$ cat config.mk
export PLATFORM = sky130hd
export DESIGN_NAME = alu_sched_flat
export DESIGN_NICKNAME = d
export VERILOG_FILES = /design/src/rtl/alu_sched_if.sv /design/src/rtl/alu_sched.sv /design/src/flat_wrapper.sv
export SDC_FILE = /design/constraint.sdc
export NUM_CORES = 1
export LEC_CHECK = 0
export CORE_AREA = 2 2 137 139
export CTS_CLUSTER_SIZE = 8
export DETAILED_ROUTE_END_ITERATION = 8
export DIE_AREA = 0 0 139 141
export DONT_BUFFER_PORTS = 1
export SLEW_MARGIN = 20
export SYNTH_ARGS = -nofsm -noshare
export SYNTH_HDL_FRONTEND = slang
export SYNTH_SLANG_ARGS = --single-unit
$ cat constraint.sdc
create_clock -name CLK -period 3.2 [get_ports CLK]
set_input_delay 0.48 -clock CLK [delete_from_list [all_inputs] [get_ports CLK]]
set_output_delay 0.48 -clock CLK [all_outputs]
set_load 0.01 [all_outputs]
$ cat src/rtl/alu_sched_if.sv
// Requester, response and ALU-side signals of the alu_sched shared-ALU sequencer.
// slave is the scheduler's view; master is the view of the requesters and the ALU.
interface alu_sched_if #(
   parameter int N            = 32,
   parameter int ALU_OP_COUNT = 4,
   parameter int FLAGS_COUNT  = 5
);
   logic                    req0_valid, req1_valid;
   logic [ALU_OP_COUNT-1:0] req0_op, req1_op;
   logic [N-1:0]            req0_a, req0_b, req1_a, req1_b;
   logic                    req0_uns, req1_uns;
   logic                    req0_done, req1_done;
   logic [N-1:0]            rsp_result, rsp_high;
   logic [FLAGS_COUNT-1:0]  rsp_flags;
   logic                    rsp_err;
   logic                    busy;
   logic [N-1:0]            alu_a, alu_b;
   logic [ALU_OP_COUNT-1:0] alu_opcode;
   logic                    alu_uns, alu_start;
   logic [N-1:0]            alu_result, alu_high;
   logic [FLAGS_COUNT-1:0]  alu_flags;
   logic                    alu_finished;

   modport slave (
      input  req0_valid, req1_valid, req0_op, req1_op, req0_a, req0_b, req1_a, req1_b,
             req0_uns, req1_uns, alu_result, alu_high, alu_flags, alu_finished,
      output req0_done, req1_done, rsp_result, rsp_high, rsp_flags, rsp_err, busy,
             alu_a, alu_b, alu_opcode, alu_uns, alu_start
   );

   modport master (
      output req0_valid, req1_valid, req0_op, req1_op, req0_a, req0_b, req1_a, req1_b,
             req0_uns, req1_uns, alu_result, alu_high, alu_flags, alu_finished,
      input  req0_done, req1_done, rsp_result, rsp_high, rsp_flags, rsp_err, busy,
             alu_a, alu_b, alu_opcode, alu_uns, alu_start
   );
endinterface

$ cat src/rtl/alu_sched.sv
// Two-port sequencer sharing one ALU: single-cycle ops, MUL, and DIV start/finished with timeout.
// Define ALU_SCHED_RR_EN for round-robin arbitration; otherwise port 0 has fixed priority.
module alu_sched #(
   parameter int N            = 32,
   parameter int ALU_OP_COUNT = 4,
   parameter int FLAGS_COUNT  = 5,
   parameter int DIV_TIMEOUT  = 64
) (
   input logic        CLK,
   input logic        rst,
   alu_sched_if.slave bus
);
   localparam int CW = $clog2(DIV_TIMEOUT + 1);
   typedef logic [ALU_OP_COUNT-1:0] op_t;
   localparam op_t OP_MUL  = op_t'(3);
   localparam op_t OP_DIV  = op_t'(4);
   localparam op_t OP_LAST = op_t'(11);

   typedef enum logic [2:0] {
      S_IDLE, S_EXEC, S_CAPT, S_DIV_START, S_DIV_WAIT, S_RESP
   } state_e;

   state_e                 state_q, state_d;
   logic                   grant_q, grant_d;
   op_t                    op_q, op_d;
   logic [N-1:0]           a_q, a_d, b_q, b_d;
   logic                   uns_q, uns_d;
   logic [N-1:0]           result_q, result_d, high_q, high_d;
   logic [FLAGS_COUNT-1:0] flags_q, flags_d;
   logic                   err_q, err_d;
   logic [CW-1:0]          cnt_q, cnt_d;

   logic pick1;
`ifdef ALU_SCHED_RR_EN
   logic ptr_q, ptr_d;
   // ptr_q names the port preferred when both request: the one not served last.
   assign pick1 = bus.req1_valid & (~bus.req0_valid | ptr_q);
`else
   assign pick1 = bus.req1_valid & ~bus.req0_valid;
`endif

   op_t  sel_op;
   logic sel_legal;
   assign sel_op    = pick1 ? bus.req1_op : bus.req0_op;
   assign sel_legal = (sel_op != '0) && (sel_op <= OP_LAST);

   // NOTE: every _d gets its default first, so no path through the case can infer a latch.
   always_comb begin
      state_d  = state_q;
      grant_d  = grant_q;
      op_d     = op_q;
      a_d      = a_q;
      b_d      = b_q;
      uns_d    = uns_q;
      result_d = result_q;
      high_d   = high_q;
      flags_d  = flags_q;
      err_d    = err_q;
      cnt_d    = cnt_q;
`ifdef ALU_SCHED_RR_EN
      ptr_d    = ptr_q;
`endif
      unique case (state_q)
         S_IDLE: begin
            if (bus.req0_valid || bus.req1_valid) begin
               grant_d = pick1;
               a_d     = pick1 ? bus.req1_a : bus.req0_a;
               b_d     = pick1 ? bus.req1_b : bus.req0_b;
               uns_d   = pick1 ? bus.req1_uns : bus.req0_uns;
               if (sel_legal) begin
                  op_d    = sel_op;
                  state_d = (sel_op == OP_DIV) ? S_DIV_START : S_EXEC;
               end else begin
                  op_d     = '0;
                  result_d = '0;
                  high_d   = '0;
                  flags_d  = '0;
                  err_d    = 1'b1;
                  state_d  = S_RESP;
               end
            end
         end
         S_EXEC:      state_d = S_CAPT;
         S_CAPT: begin
            result_d = bus.alu_result;
            high_d   = (op_q == OP_MUL) ? bus.alu_high : '0;
            flags_d  = bus.alu_flags;
            err_d    = 1'b0;
            op_d     = '0;
            state_d  = S_RESP;
         end
         S_DIV_START: state_d = S_DIV_WAIT;
         S_DIV_WAIT: begin
            cnt_d = cnt_q + CW'(1);
            // finished is stale in the first wait cycle; a late finish beats the timeout.
            if ((cnt_q != '0) && bus.alu_finished) begin
               result_d = bus.alu_result;
               high_d   = bus.alu_high;
               flags_d  = bus.alu_flags;
               err_d    = 1'b0;
               op_d     = '0;
               cnt_d    = '0;
               state_d  = S_RESP;
            end else if (cnt_q == CW'(DIV_TIMEOUT - 1)) begin
               result_d = '0;
               high_d   = '0;
               flags_d  = '0;
               err_d    = 1'b1;
               op_d     = '0;
               cnt_d    = '0;
               state_d  = S_RESP;
            end
         end
         S_RESP: begin
`ifdef ALU_SCHED_RR_EN
            ptr_d = ~grant_q;
`endif
            state_d = S_IDLE;
         end
         default: state_d = S_IDLE;
      endcase
   end

   // NOTE: state registers use non-blocking assignments so all of them update together.
   always_ff @(posedge CLK or negedge rst) begin
      if (!rst) begin
         state_q  <= S_IDLE;
         grant_q  <= 1'b0;
         op_q     <= '0;
         a_q      <= '0;
         b_q      <= '0;
         uns_q    <= 1'b0;
         result_q <= '0;
         high_q   <= '0;
         flags_q  <= '0;
         err_q    <= 1'b0;
         cnt_q    <= '0;
`ifdef ALU_SCHED_RR_EN
         ptr_q    <= 1'b0;
`endif
      end else begin
         state_q  <= state_d;
         grant_q  <= grant_d;
         op_q     <= op_d;
         a_q      <= a_d;
         b_q      <= b_d;
         uns_q    <= uns_d;
         result_q <= result_d;
         high_q   <= high_d;
         flags_q  <= flags_d;
         err_q    <= err_d;
         cnt_q    <= cnt_d;
`ifdef ALU_SCHED_RR_EN
         ptr_q    <= ptr_d;
`endif
      end
   end

   assign bus.req0_done  = (state_q == S_RESP) & ~grant_q;
   assign bus.req1_done  = (state_q == S_RESP) & grant_q;
   assign bus.rsp_result = result_q;
   assign bus.rsp_high   = high_q;
   assign bus.rsp_flags  = flags_q;
   assign bus.rsp_err    = err_q;
   assign bus.busy       = (state_q != S_IDLE);
   assign bus.alu_a      = a_q;
   assign bus.alu_b      = b_q;
   assign bus.alu_opcode = op_q;
   assign bus.alu_uns    = uns_q;
   assign bus.alu_start  = (state_q == S_DIV_START);
endmodule

$ cat src/flat_wrapper.sv
// flat-port wrapper written by rule: the top's interface ports become plain ports
module alu_sched_flat 
#(
   parameter int N            = 32,
   parameter int ALU_OP_COUNT = 4,
   parameter int FLAGS_COUNT  = 5,
   parameter int DIV_TIMEOUT  = 64
)
  (CLK, rst, bus_req0_valid, bus_req1_valid, bus_req0_op, bus_req1_op, bus_req0_a, bus_req0_b, bus_req1_a, bus_req1_b, bus_req0_uns, bus_req1_uns, bus_alu_result, bus_alu_high, bus_alu_flags, bus_alu_finished, bus_req0_done, bus_req1_done, bus_rsp_result, bus_rsp_high, bus_rsp_flags, bus_rsp_err, bus_busy, bus_alu_a, bus_alu_b, bus_alu_opcode, bus_alu_uns, bus_alu_start);
  alu_sched_if #(.N(N), .ALU_OP_COUNT(ALU_OP_COUNT), .FLAGS_COUNT(FLAGS_COUNT)) bus_i ();
  input logic CLK;
  input logic rst;
  input wire logic [$bits(bus_i.req0_valid)-1:0] bus_req0_valid;
  input wire logic [$bits(bus_i.req1_valid)-1:0] bus_req1_valid;
  input wire logic [$bits(bus_i.req0_op)-1:0] bus_req0_op;
  input wire logic [$bits(bus_i.req1_op)-1:0] bus_req1_op;
  input wire logic [$bits(bus_i.req0_a)-1:0] bus_req0_a;
  input wire logic [$bits(bus_i.req0_b)-1:0] bus_req0_b;
  input wire logic [$bits(bus_i.req1_a)-1:0] bus_req1_a;
  input wire logic [$bits(bus_i.req1_b)-1:0] bus_req1_b;
  input wire logic [$bits(bus_i.req0_uns)-1:0] bus_req0_uns;
  input wire logic [$bits(bus_i.req1_uns)-1:0] bus_req1_uns;
  input wire logic [$bits(bus_i.alu_result)-1:0] bus_alu_result;
  input wire logic [$bits(bus_i.alu_high)-1:0] bus_alu_high;
  input wire logic [$bits(bus_i.alu_flags)-1:0] bus_alu_flags;
  input wire logic [$bits(bus_i.alu_finished)-1:0] bus_alu_finished;
  output wire logic [$bits(bus_i.req0_done)-1:0] bus_req0_done;
  output wire logic [$bits(bus_i.req1_done)-1:0] bus_req1_done;
  output wire logic [$bits(bus_i.rsp_result)-1:0] bus_rsp_result;
  output wire logic [$bits(bus_i.rsp_high)-1:0] bus_rsp_high;
  output wire logic [$bits(bus_i.rsp_flags)-1:0] bus_rsp_flags;
  output wire logic [$bits(bus_i.rsp_err)-1:0] bus_rsp_err;
  output wire logic [$bits(bus_i.busy)-1:0] bus_busy;
  output wire logic [$bits(bus_i.alu_a)-1:0] bus_alu_a;
  output wire logic [$bits(bus_i.alu_b)-1:0] bus_alu_b;
  output wire logic [$bits(bus_i.alu_opcode)-1:0] bus_alu_opcode;
  output wire logic [$bits(bus_i.alu_uns)-1:0] bus_alu_uns;
  output wire logic [$bits(bus_i.alu_start)-1:0] bus_alu_start;
  assign bus_i.req0_valid = bus_req0_valid;
  assign bus_i.req1_valid = bus_req1_valid;
  assign bus_i.req0_op = bus_req0_op;
  assign bus_i.req1_op = bus_req1_op;
  assign bus_i.req0_a = bus_req0_a;
  assign bus_i.req0_b = bus_req0_b;
  assign bus_i.req1_a = bus_req1_a;
  assign bus_i.req1_b = bus_req1_b;
  assign bus_i.req0_uns = bus_req0_uns;
  assign bus_i.req1_uns = bus_req1_uns;
  assign bus_i.alu_result = bus_alu_result;
  assign bus_i.alu_high = bus_alu_high;
  assign bus_i.alu_flags = bus_alu_flags;
  assign bus_i.alu_finished = bus_alu_finished;
  assign bus_req0_done = bus_i.req0_done;
  assign bus_req1_done = bus_i.req1_done;
  assign bus_rsp_result = bus_i.rsp_result;
  assign bus_rsp_high = bus_i.rsp_high;
  assign bus_rsp_flags = bus_i.rsp_flags;
  assign bus_rsp_err = bus_i.rsp_err;
  assign bus_busy = bus_i.busy;
  assign bus_alu_a = bus_i.alu_a;
  assign bus_alu_b = bus_i.alu_b;
  assign bus_alu_opcode = bus_i.alu_opcode;
  assign bus_alu_uns = bus_i.alu_uns;
  assign bus_alu_start = bus_i.alu_start;
  alu_sched #(.N(N), .ALU_OP_COUNT(ALU_OP_COUNT), .FLAGS_COUNT(FLAGS_COUNT), .DIV_TIMEOUT(DIV_TIMEOUT)) u_core (.CLK(CLK), .rst(rst), .bus(bus_i));
endmodule
==> Yosys cells after proc, flatten, opt, wreduce, memory -nomap -nowiden <==
Index checks and enable logic that the tools add are counted.
{ "totals": {"register_bits": 150, "input_bits": 212, "output_inout_bits": 143, "elab_cells": 76} }
{ "classes": {"n_addsub": 1, "magnitude_cmp": 1, "eq_ne": 11, "n_mux": 35, "n_bitwise": 5, "reduce_logical": 12} }
{ "op_table": {"columns": ["op", "n"], "rows": [
  ["$mux W32", 8],
  ["$pmux W32 S3", 2],
  ["$mux W4", 5],
  ["$mux W5", 4],
  ["$pmux W3 S5", 1],
  ["$pmux W5 S3", 1],
  ["$mux W7", 2],
  ["$mux W3", 4],
  ["$pmux W4 S3", 1],
  ["$add A7 B1 Y7 const B", 1],
  ["$eq A7 B6 Y1 const B", 1],
  ["$reduce_bool A7 Y1", 1],
  ["$eq A3 B2 Y1 const B", 2],
  ["$eq A3 B3 Y1 const B", 2],
  ["$reduce_bool A3 Y1", 2],
  ["$mux W1", 5],
  ["$eq A4 B2 Y1 const B", 1],
  ["$eq A4 B3 Y1 const B", 1],
  ["$le A4 B4 Y1 const B", 1],
  ["$reduce_and A2 Y1", 2],
  ["$reduce_and A4 Y1", 1],
  ["$reduce_bool A4 Y1", 1],
  ["$and A1 B1 Y1", 3],
  ["$eq A3 B1 Y1 const B", 1],
  ["other kinds (10)", 12]
]} }

==> Logic depth before layout (Yosys ltp) <==
{ "depth": {"depth_word": 8, "depth_mapped": 9, "ltp_nobuf": 7} }

==> Worst setup path after synthesis <==
No wires, ideal clock.
{ "synth_path": {"kind": "register -> register", "from": "reg u_core.cnt_q[0]", "to": "reg u_core.err_q, in the netlist u_core.bus.rsp_err", "setup_ps": 137, "t_arrival_ps": 2061, "t_required_ps": 3063, "setup_slack_ps": 1002, "stages_incl_launch_ff": 10, "n_path_buf": 2, "period_less_slack_ps": 2198, "cell_sequence": "dfrtp_1 -> inv_1 -> ha_1 -> or4b_1 -> o31a_1 -> or2_1 -> buf_6 -> o311ai_4 -> buf_6 -> a21oi_1"} }
{ "synth_between": {"elab_chain_cells": 4, "word_cells_on_any_way": 7, "classes_between": "eq/ne (2); mux (2); reduce/logical (3)"} }
{ "synth_lines": {"columns": ["element", "line_no", "source"], "rows": [
  ["start, declared", "alu_sched.sv:31", "logic [CW-1:0] cnt_q, cnt_d;"],
  ["start signal, assigned", "alu_sched.sv:152", "cnt_q <= cnt_d;"],
  ["$reduce_bool A7 Y1", "alu_sched.sv:96", "if ((cnt_q != '0) && bus.alu_finished) begin"],
  ["$logic_and A1 B1 Y1", "alu_sched.sv:96", null],
  ["$ne A3 B1 Y1 (no line) or $mux W1 (tied branches)", null, null],
  ["$reduce_and A4 Y1 (no line) or $pmux W1 S3 (tied branches)", null, null],
  ["end signal, assigned", "alu_sched.sv:151", "err_q <= err_d;"],
  ["end, declared", "alu_sched.sv:30", "logic err_q, err_d;"]
]} }
Several ways; a longest one is shown, not always the timed one.
A chain may end at the register's enable or synchronous reset.

==> Worst setup path after layout <==
{ "layout_path": {"from": "reg u_core.cnt_q[1]", "to": "reg u_core.high_q[10], in the netlist u_core.bus.rsp_high[10]"} }
{ "layout_between": {"elab_chain_cells": 4, "word_cells_on_any_way": 7, "classes_between": "eq/ne (2); mux (2); reduce/logical (3)"} }
{ "layout_lines": {"columns": ["element", "line_no", "source"], "rows": [
  ["$reduce_bool A7 Y1", "alu_sched.sv:96", null],
  ["$logic_and A1 B1 Y1", "alu_sched.sv:96", null],
  ["$ne A3 B1 Y1 (no line) or $mux W32 (tied branches)", null, null],
  ["$reduce_and A4 Y1 (no line) or $pmux W32 S3 (tied branches)", null, null],
  ["end signal, assigned", "alu_sched.sv:149", "high_q <= high_d;"],
  ["end, declared", "alu_sched.sv:28", "logic [N-1:0] result_q, result_d, high_q, high_d;"]
]} }
Several ways; a longest one is shown, not always the timed one.

==> results.py <==
metrics = {
    "clock_network": {
        "cts_root_buf": "clkbuf_16",
        "post_cts_buffers": 0,
        "insertion_delay_ns": 0.41,
        "post_cts_resized": 0,
        "cts_tree": "done",
        "cts_buffers": 17,
        "cts.clk_slew.worst_paths_ns": 0.07,
        "htree_num_levels": 4,
        "clockBufferDepth": 2,
        "cts_sinks": 150,
    },
    "flow_run": {
        "cap_violations": 0,
    },
    "finish": {
        "nets": 741,
        "diodes": 0,
        "area_growth_pct": 11.7,
        "final_layout_size_suffix_gt1_frac": 0.0835,
        "fillers": 1749,
    },
    "timing": {
        "hold_viol": 150,
        "setup_viol": 0,
        "slew_headroom": 0.519,
        "clock_skew_ns": 0.00707,
        "worst-slew-pin-transition_ns": 0.722,
        "worst_hold_slack_ns": -0.245,
        "fin_crit_sh": 0.791,
        "slew_viol_final": 0,
        "rsz0062_at_grt": "no",
        "layout_min_cycle_time_ns": 2.53,
        "fmax_ghz": 0.395,
        "fin_setup_tns_ns": 0,
    },
    "synth": {
        "yosysTopAreaCellShare": 0.591,
        "synth-xor-area-share": 0,
        "synthTopCellsByArea": "dfrtp_1 (59%), mux2i_1 (11%), a22o_1 (9.5%), o21ai_0 (5.7%), nand2_1 (4.4%)",
        "synthAdderAreaFrac": 0.00394,
        "ys_types": 38,
        "avgSynthCellArea_sq_um": 11.8,
        "synth_most_common_cell": "dfrtp_1",
        "synth_edf_count": 0,
        "ys_ff_latch": 150,
        "synthesis.area_sq_mm": 0.00635,
        "muxShareOfSynthArea": 0.114,
        "yosys.area_share.simple": 0.0745,
        "synth_fp_nets": 754,
        "yosysTopAreaCell": "dfrtp_1",
        "async_flop_share": 1.00,
        "synthTopCellsByCount": "dfrtp_1 (150), nand2_1 (74), o21ai_0 (72)",
        "synth_top_family_by_area": "compound AO/OA/AOI/OAI gates",
        "yosysSeqAreaShare": 0.591,
        "ys.flop_type": "dfrtp_1",
        "syn_inst": 540,
        "yosys_warnings": 0,
        "synth-compound-area-share": 0.179,
    },
    "floorplanning": {
        "chipWidth_microns": 139,
        "num_rows": 50,
        "start_util": 0.348,
        "io_pins": 355,
        "core_area_sq_mm": 0.0183,
        "die_area_sq_mm": 0.0196,
        "die_h_microns": 141,
    },
    "grt": {
        "globalRoute.totalOverflow": 0,
        "gr-usage-met2": 0.288,
        "grt_max_degree": 151,
        "grtUsageMet1": 0.198,
        "grt_pass1_vias": 4420,
        "grt_pass1_wl_microns": 26000,
        "grt_usage": 0.173,
        "busiest_layer": "met2",
        "use_met3": 0.0815,
        "antenna_found_initial": 0,
    },
    "worst_setup_path": {
        "path_delay_family": "simple AND/OR/NAND/NOR gates",
        "path_cells": "inv_1, ha_1, or4b_1, o31a_1, or2_1, o311ai_4, buf_12, a22o_1",
        "crit_path_end_kind": "flip-flop",
        "required_ns": 3.55,
        "critPathMaxFanout": 70,
        "worstPathArrival_ns": 2.88,
        "crit_path_start_kind": "flip-flop",
        "criticalPathCategory": "flip-flop to flip-flop",
        "worst_path_largest_cell_delay_ns": 0.43,
        "path_buf_inv": 2,
        "cp_slowest_cell": "or4b_1",
    },
    "status": {
        "violations": "hold timing",
        "status": "finished, violations left",
    },
    "detailed_routing": {
        "viasPerCell": 5.49,
        "drt-total-wl_microns": 17300,
        "vias": 4240,
        "drt-initial-drc-count": 148,
        "ant_nets": 0,
        "drt_pass1_iterations": 6,
        "wire_per_inst_microns": 22.4,
        "remaining_drc_errors": 0,
    },
    "placed_design": {
        "numPortBuffers": 0,
        "dp_hpwl_microns": 12500,
        "gp_routability_congestion": 0.825,
    },
    "power": {
        "p_per_area_mw_per_mm2": 1050,
        "ir_worst_vdd_mv": 0.464,
        "p_leak_nw": 3.52,
        "report.power.total_mw": 7.42,
    },
    "min_path": {
        "hold_path.class": "input port to async pin",
    },
}
per-stage QoR:
step / instances / worst slack (ns) / area, sq um / utilization
after global placement: 742 / 0.799 / 6530 / 0.357
after detailed placement: 742 / 0.688 / 6530 / 0.357
final: 773 / 0.670 / 7090 / 0.388
after floorplan: 540 / 1.00 / 6350 / -
after CTS: 773 / 0.678 / 7090 / 0.388
after global routing: 773 / 0.533 / 7090 / 0.388
path summary, 6_finish.rpt:
kind                            startpoint                       to  slack (ns)  cells after the start
max in group asynchronous              rst  u_core.bus.rsp_high[20]        3.25                      0
min in group CLK            bus_req0_valid           u_core.grant_q        0.15                      1
min reg2reg                u_core.cnt_q[6]          u_core.cnt_q[6]        0.52                      1
max                        u_core.cnt_q[1]  u_core.bus.rsp_high[10]        0.67                      8
min                                    rst     u_core.bus.alu_a[22]       -0.25                      0
max reg2reg                u_core.cnt_q[1]  u_core.bus.rsp_high[10]        0.67                      8
layer usage:
layer / wire [microns] / part of all wire / vias up
met3: 1840 / 0.11 / 20
met1: 6550 / 0.38 / 2037
met5: 0 / 0 / -
li1: - / - / 1921
met2: 8570 / 0.50 / 262
met4: 339 / 0.020 / 0
cells by family after synthesis:
family / count (synthesis)
mux: 72
fa+ha+maj: 2
compound gates: 163
flops: 150
simple gates: 108
buf+inv: 45
power breakdown:
part	leakage, nW	total, mW	switching [mW]	internal [mW]
Combinational	1.31	1.78	1.03	0.746
Sequential	1.94	3.71	1.01	2.70
Clock	0.261	1.93	0.825	1.10
worst register-to-register path, delay by kind of cell, from the launching register on:
family          cells  cell delay [ns]
fa+ha+maj           1             0.14
flops               1             0.40
simple gates        2             0.79
compound gates      3             0.74
buf+inv             2             0.40
placed cells by master, fill, tap and decap left out, types with 2 or more instances in the layout:
cell and n:
mux2_2 2, inv_6 3, o41ai_1 2, and3_1 3
o22ai_1 2, clkinvlp_4 5, o21ai_0 71, nor2_1 9
clkinv_4 2, mux2i_1 70, dfrtp_1 150, and2_1 3
nor3_1 2, a22o_1 69, inv_1 7, buf_4 4
nand2b_1 3, nor4_1 2, nand2_1 74, a21o_1 3
a21oi_1 4, nor3b_1 3, buf_12 2, clkbuf_16 17
ha_1 2, o31ai_1 3
state kept, by name (all words and copies together), names as in the netlist:
name	flops
u_core.bus.alu_opcode	4
u_core.cnt_q	7
u_core.bus.rsp_flags	5
u_core.state_q	3
u_core.bus.alu_uns	1
u_core.grant_q	1
u_core.bus.rsp_high	32
u_core.bus.alu_b	32
u_core.bus.rsp_err	1
u_core.bus.rsp_result	32
u_core.bus.alu_a	32
cell type report:
type	count	area (sq um)	area share
Clock buffer	19	443	0.0624
Inverter	7	26.3	0.00370
Timing Repair Buffer	6	70.1	0.00988
Multi-Input combinational cell	345	2380	0.336
Clock inverter	12	123	0.0173
Tap cell	234	293	0.0413
Sequential cell	150	3750	0.529
Power figures use the tool's default switching activity.
